==> src/rtl/rat_gpr.sv <==
// rtl/rat_gpr.sv - register alias table and architectural GPR file
// Renames sources against in-flight ROB tags and retires committed results into the GPRs.
module rat_gpr #(
   parameter int GPR_ADDR_WIDTH = 5,
   parameter int ROB_TAG_WIDTH  = 5,
   parameter int WORD_WIDTH     = 32,
   parameter logic [WORD_WIDTH-1:0] EXP_VECTOR = 32'h0000_0100
) (
   input  logic                      clk,
   input  logic                      rst_n,
   input  logic [GPR_ADDR_WIDTH-1:0] rs1_addr,
   input  logic [GPR_ADDR_WIDTH-1:0] rs2_addr,
   output logic                      rs1_rat_valid,
   output logic [ROB_TAG_WIDTH-1:0]  rs1_Paddr,
   output logic [WORD_WIDTH-1:0]     rs1_value_fromGPR,
   output logic                      rs2_rat_valid,
   output logic [ROB_TAG_WIDTH-1:0]  rs2_Paddr,
   output logic [WORD_WIDTH-1:0]     rs2_value_fromGPR,
   input  logic                      alloc_en,
   input  logic [ROB_TAG_WIDTH-1:0]  alloc_tag,
   input  logic [GPR_ADDR_WIDTH-1:0] alloc_dst_addr,
   input  logic                      alloc_dst_wen,
   input  logic                      commit_en,
   input  logic [ROB_TAG_WIDTH-1:0]  commit_tag,
   input  logic [GPR_ADDR_WIDTH-1:0] commit_dst_addr,
   input  logic                      commit_dst_wen,
   input  logic [WORD_WIDTH-1:0]     commit_dst_value,
   input  logic                      commit_br_taken,
   input  logic [WORD_WIDTH-1:0]     commit_br_addr,
   input  logic                      commit_exp_en,
   output logic                      flush,
   output logic [WORD_WIDTH-1:0]     redirect_pc,
   output logic [GPR_ADDR_WIDTH:0]   mapped_cnt
);

   localparam int NREG = 1 << GPR_ADDR_WIDTH;

   logic [NREG-1:0]          valid_q, valid_d;
   logic [ROB_TAG_WIDTH-1:0] tag_q [NREG];
   logic [WORD_WIDTH-1:0]    gpr_q [NREG];
   logic                     flush_q;
   logic [WORD_WIDTH-1:0]    redirect_pc_q;
   logic [GPR_ADDR_WIDTH:0]  mapped_cnt_q, mapped_cnt_d;

   logic commit_wr, alloc_wr, flush_cond, rs1_byp, rs2_byp;

   assign commit_wr  = commit_en && commit_dst_wen && (commit_dst_addr != '0);
   assign flush_cond = commit_en && (commit_br_taken || commit_exp_en);
   // A flushing commit squashes whatever was allocated alongside it.
   assign alloc_wr   = alloc_en && alloc_dst_wen && (alloc_dst_addr != '0) && !flush_cond;

   assign rs1_byp = commit_wr && (commit_dst_addr == rs1_addr) && (tag_q[rs1_addr] == commit_tag);
   assign rs2_byp = commit_wr && (commit_dst_addr == rs2_addr) && (tag_q[rs2_addr] == commit_tag);

   assign rs1_rat_valid     = valid_q[rs1_addr] && (rs1_addr != '0) && !rs1_byp;
   assign rs1_Paddr         = tag_q[rs1_addr];
   assign rs1_value_fromGPR = rs1_byp ? commit_dst_value : gpr_q[rs1_addr];
   assign rs2_rat_valid     = valid_q[rs2_addr] && (rs2_addr != '0) && !rs2_byp;
   assign rs2_Paddr         = tag_q[rs2_addr];
   assign rs2_value_fromGPR = rs2_byp ? commit_dst_value : gpr_q[rs2_addr];

   always_comb begin
      valid_d = valid_q;
      // Release only when the committing tag is still the live mapping.
      if (commit_wr && valid_q[commit_dst_addr] && (tag_q[commit_dst_addr] == commit_tag))
         valid_d[commit_dst_addr] = 1'b0;
      if (alloc_wr)
         valid_d[alloc_dst_addr] = 1'b1;
      if (flush_cond)
         valid_d = '0;
      mapped_cnt_d = '0;
      for (int i = 0; i < NREG; i++)
         mapped_cnt_d = mapped_cnt_d + {{GPR_ADDR_WIDTH{1'b0}}, valid_d[i]};
   end

   always_ff @(posedge clk or negedge rst_n) begin
      if (!rst_n) begin
         valid_q       <= '0;
         mapped_cnt_q  <= '0;
         flush_q       <= 1'b0;
         redirect_pc_q <= '0;
      end else begin
         valid_q      <= valid_d;
         mapped_cnt_q <= mapped_cnt_d;
         flush_q      <= flush_cond;
         if (flush_cond)
            redirect_pc_q <= commit_exp_en ? EXP_VECTOR : commit_br_addr;
      end
   end

   always_ff @(posedge clk) begin
      if (alloc_wr)
         tag_q[alloc_dst_addr] <= alloc_tag;
   end

   always_ff @(posedge clk or negedge rst_n) begin
      if (!rst_n) begin
         for (int i = 0; i < NREG; i++)
            gpr_q[i] <= '0;
      end else if (commit_wr) begin
         gpr_q[commit_dst_addr] <= commit_dst_value;
      end
   end

   assign flush       = flush_q;
   assign redirect_pc = redirect_pc_q;
   assign mapped_cnt  = mapped_cnt_q;

endmodule

==> config.mk <==
export PLATFORM = sky130hd
export DESIGN_NAME = rat_gpr
export DESIGN_NICKNAME = d
export VERILOG_FILES = /design/src/rtl/rat_gpr.sv
export SDC_FILE = /design/constraint.sdc
export NUM_CORES = 2
export LEC_CHECK = 0
export ABC_AREA = 1
export CORE_ASPECT_RATIO = 1.1
export CORE_MARGIN = 4
export CORE_UTILIZATION = 35
export CTS_CLUSTER_SIZE = 16
export DETAILED_ROUTE_END_ITERATION = 10
export PLACE_DENSITY = 0.58
export SETUP_SLACK_MARGIN = 0.4
export SLEW_MARGIN = 25
export SYNTH_ARGS = -nofsm -noshare
export SYNTH_HDL_FRONTEND = slang
export SYNTH_SLANG_ARGS = --single-unit
==> constraint.sdc <==
create_clock -name clk -period 8.3 [get_ports clk]
set_input_delay 1.66 -clock clk [delete_from_list [all_inputs] [get_ports clk]]
set_output_delay 1.66 -clock clk [all_outputs]
set_load 0.005 [all_outputs]
==> results_dict.tcl <==
set metrics [dict create \
    timing.rr.start "tag_q[10][3]$_DFFE_PP_" \
    synthToLayoutAreaGrowth_pct 12.3 \
    drc 0 \
    h-tree-depth 4 \
    postCtsResizedCells 0 \
    rsz0062_at_grt "no" \
    syn_area_per_cell_um2 7.42 \
    min_period_over_period_pct 90.6 \
    syn_inst 9489 \
    max_freq_mhz 133 \
    p_sw_mw 5.00 \
    required_ns 9.02 \
    hold_end "gpr_q[1014]$_DFFE_PN0P_" \
    first_pass_iters 8 \
    clock_sinks 1255 \
    power.share.clock_pct 39.8 \
    final_util_pct 39.6 \
    worst_slew_pin_slew_ns 1.13 \
    cp.arrival_ns 8.24 \
    grt_first_pass_wirelength_mm 442 \
    dp_hpwl_mm 173 \
    synthFlopType "dfrtp_1" \
    ctsHoldBuffers 0 \
    root_buffer "clkbuf_16" \
    final-setup-viol-count 0 \
    die_area_um2 208000 \
    synth_compound_area_share_pct 27.2 \
    crit_buf_inv 7 \
    cts_tree "built" \
    crit_family "adder cells" \
    p_leak_nw 33.5 \
    antenna_found_initial 11 \
    finalCriticalPeriod_ns 7.52 \
    hold_violations 0 \
    p_sw_share_pct 30.1 \
    synth_edf_count 160 \
    dp_cells 11600 \
    post-route-cell-area_um2 79100 \
    gp_congestion 0.959 \
    die_w_um 436 \
    core.rowCount 172 \
    synth_top_family_by_area "compound AO/OA/AOI/OAI gates" \
    cpPeakStageDelay_ns 0.61 \
    layout.nets 9303 \
    cp-start-kind "primary input" \
    critPathSlowestCell "clkdlybuf4s50_1" \
    core_area_um2 200000 \
    reg2regPathDepth 28 \
    synth_seq_cells 1255 \
    grt_max_degree 216 \
    yosys-top-cells-area "dfrtp_1, o21ai_0, nand2_1" \
    synthesis.area_um2 70400 \
    synthSimpleGateAreaFrac_pct 17.7 \
    cp_max_fo 24 \
    intPower_mw 11.6 \
    dieHeight_um 478 \
    fillers 20600 \
    track_usage_pct 27.9 \
    maxSlewViolCount 0 \
    clk_path_buf_depth 3 \
    synth_top_area_share_pct 38.9 \
    final_cell_mix "o21ai_0, nand2_1, dfrtp_1" \
    synth-async-reset-ratio_pct 87.3 \
    hold_depth 0 \
    instances_no_fill 11900 \
    ys_types 47 \
    power_density_nw_per_um2 210 \
    grt-ovfl-total 0 \
    hp-class "flip-flop to flip-flop" \
    placed_area_um2 74200 \
    cts_buffers 142 \
    seq_area_frac_synth_pct 45.8 \
    cts_setup_buffers 0 \
    crit_type "primary input to flip-flop" \
    final_layout_size_suffix_gt1_share_pct 5.59 \
    skew_ns 0.0287 \
    synth_top_cell_by_area "dfrtp_1" \
    drtIter0Drc 9052 \
    outcome "completed" \
    hp-start "gpr_q[1014]$_DFFE_PN0P_" \
    ios 217 \
    antenna_left 0 \
    yosysWarningCount 0 \
    worst_r2r_endpoint "mapped_cnt[4]$_DFF_PN0_" \
    dr_total_vias 69700 \
    final_common_cell "o21ai_0" \
    wl_per_cell_um 25.3 \
    crit_path_end_kind "flip-flop" \
    r2r_setup_slack_ns 2.11 \
    via_per_inst 5.86 \
    synthMuxAreaShare_pct 0 \
    pwr-share-seq_pct 44.0 \
    ir_drop_mv 0.185 \
    synthAdderAreaFrac_pct 0.807 \
    maxSlewHeadroom_pct 24.7 \
    finalPower_mw 16.6 \
    p_comb_share_pct 16.2 \
    clkTransAtPathRegs_ns 0.06 \
    routed_wl_mm 301 \
    clk_latency_ns 0.82 \
    synthXorXnorAreaFrac_pct 0.112 \
    start_util_pct 35.2 \
    io_buffers 216 \
    grt_pass1_vias 64600 \
    cap_violations 0 \
]
==> synthesized netlist by cell type (4+ instances only) <==
master and count:
nand3b_1 15, nor3_1 23, o22ai_1 22, nand3_1 222, o211a_1 8, a211oi_1 76, o221ai_1 17, o211ai_1 143
o21ai_1 109, buf_4 32, buf_2 275, inv_1 537, ha_1 7, nor3_2 8, clkbuf_1 535, fa_1 24
a31oi_1 102, edfxtp_1 160, a22oi_1 25, buf_6 8, o21a_1 18, inv_2 10, buf_1 34, nand4_1 76
nand2_1 2153, nor2_1 569, dfrtp_1 1095, a21oi_1 740, xnor2_1 4, xor2_1 5, nor2_2 9, o21ai_0 2372
or3_1 30
==> power groups by stage <==
stage	registers (mW)	clock network [mW]	logic [mW]
after floorplan	7.30	0	1.67
after global placement	7.39	0	2.61
after detailed placement	7.41	0	2.66
after CTS	7.30	6.69	2.67
after global routing	7.40	6.95	3.01
final	7.32	6.61	2.70
==> how the worst max path moves through the flow <==
stage / from / endpoint / slack [ns] / cells past startpoint
finish: commit_dst_addr[4] / mapped_cnt[4]$_DFF_PN0_ / 0.78 / 29
global route: commit_dst_addr[1] / mapped_cnt[4]$_DFF_PN0_ / 0.51 / 30
CTS: commit_dst_addr[4] / mapped_cnt[4]$_DFF_PN0_ / 0.82 / 29
detailed placement: commit_dst_addr[4] / mapped_cnt[4]$_DFF_PN0_ / -0.02 / 29
global placement: commit_dst_addr[4] / mapped_cnt[4]$_DFF_PN0_ / 0.003 / 29
floorplan: commit_dst_addr[0] / mapped_cnt[4]$_DFF_PN0_ / 1.09 / 28
==> per-stage QoR <==
| step | hold slack (ns) | setup TNS [ns] | worst slack, ns |
|---|---|---|---|
| 6_report | 0.376 | 0 | 0.779 |
| 5_1_grt | 0.386 | 0 | 0.515 |
| 4_1_cts | 0.379 | 0 | 0.819 |
| 3_5_place_dp | 0.366 | -0.0187 | -0.0187 |
| 3_3_place_gp | 0.366 | 0 | 0.00264 |
| 2_1_floorplan | 0.429 | 0 | 1.09 |
==> cell type report <==
| type | count | area [um^2] | share of cell area, % |
|---|---|---|---|
| flip-flops and latches | 1255 | 32200 | 40.7 |
| inverters | 550 | 2090 | 2.64 |
| repair buffers | 418 | 4110 | 5.20 |
| clock inverters | 54 | 623 | 0.788 |
| well taps | 2610 | 3270 | 4.13 |
| clock buffers | 205 | 4190 | 5.29 |
| diodes | 1 | 2.50 | 0.00316 |
| multi-input cells | 6803 | 32600 | 41.2 |
==> cells by family after synthesis <==
group / after synthesis
AO/OA/AOI/OAI: 3641
AND/OR/NAND/NOR: 3117
buffers and inverters: 1435
adder cells (fa/ha/maj): 31
flip-flops: 1255
other: 1
XOR/XNOR: 9
==> sequential cells by signal, indices dropped and copies added (netlist names) <==
register and count:
gpr_q 1024, tag_q 160, valid_q 32, mapped_cnt 6, flush 1, redirect_pc 32
==> metal layers <==
metal / up-vias / GRT usage (%) / wire length [um]
met5: - / 0 / 19
met4: 2 / 14.4 / 17600
met3: 794 / 5.28 / 29500
met2: 3957 / 42.9 / 132000
met1: 33600 / 37.6 / 122000
li1: 31400 / - / -
Power figures use the tool's default switching activity.
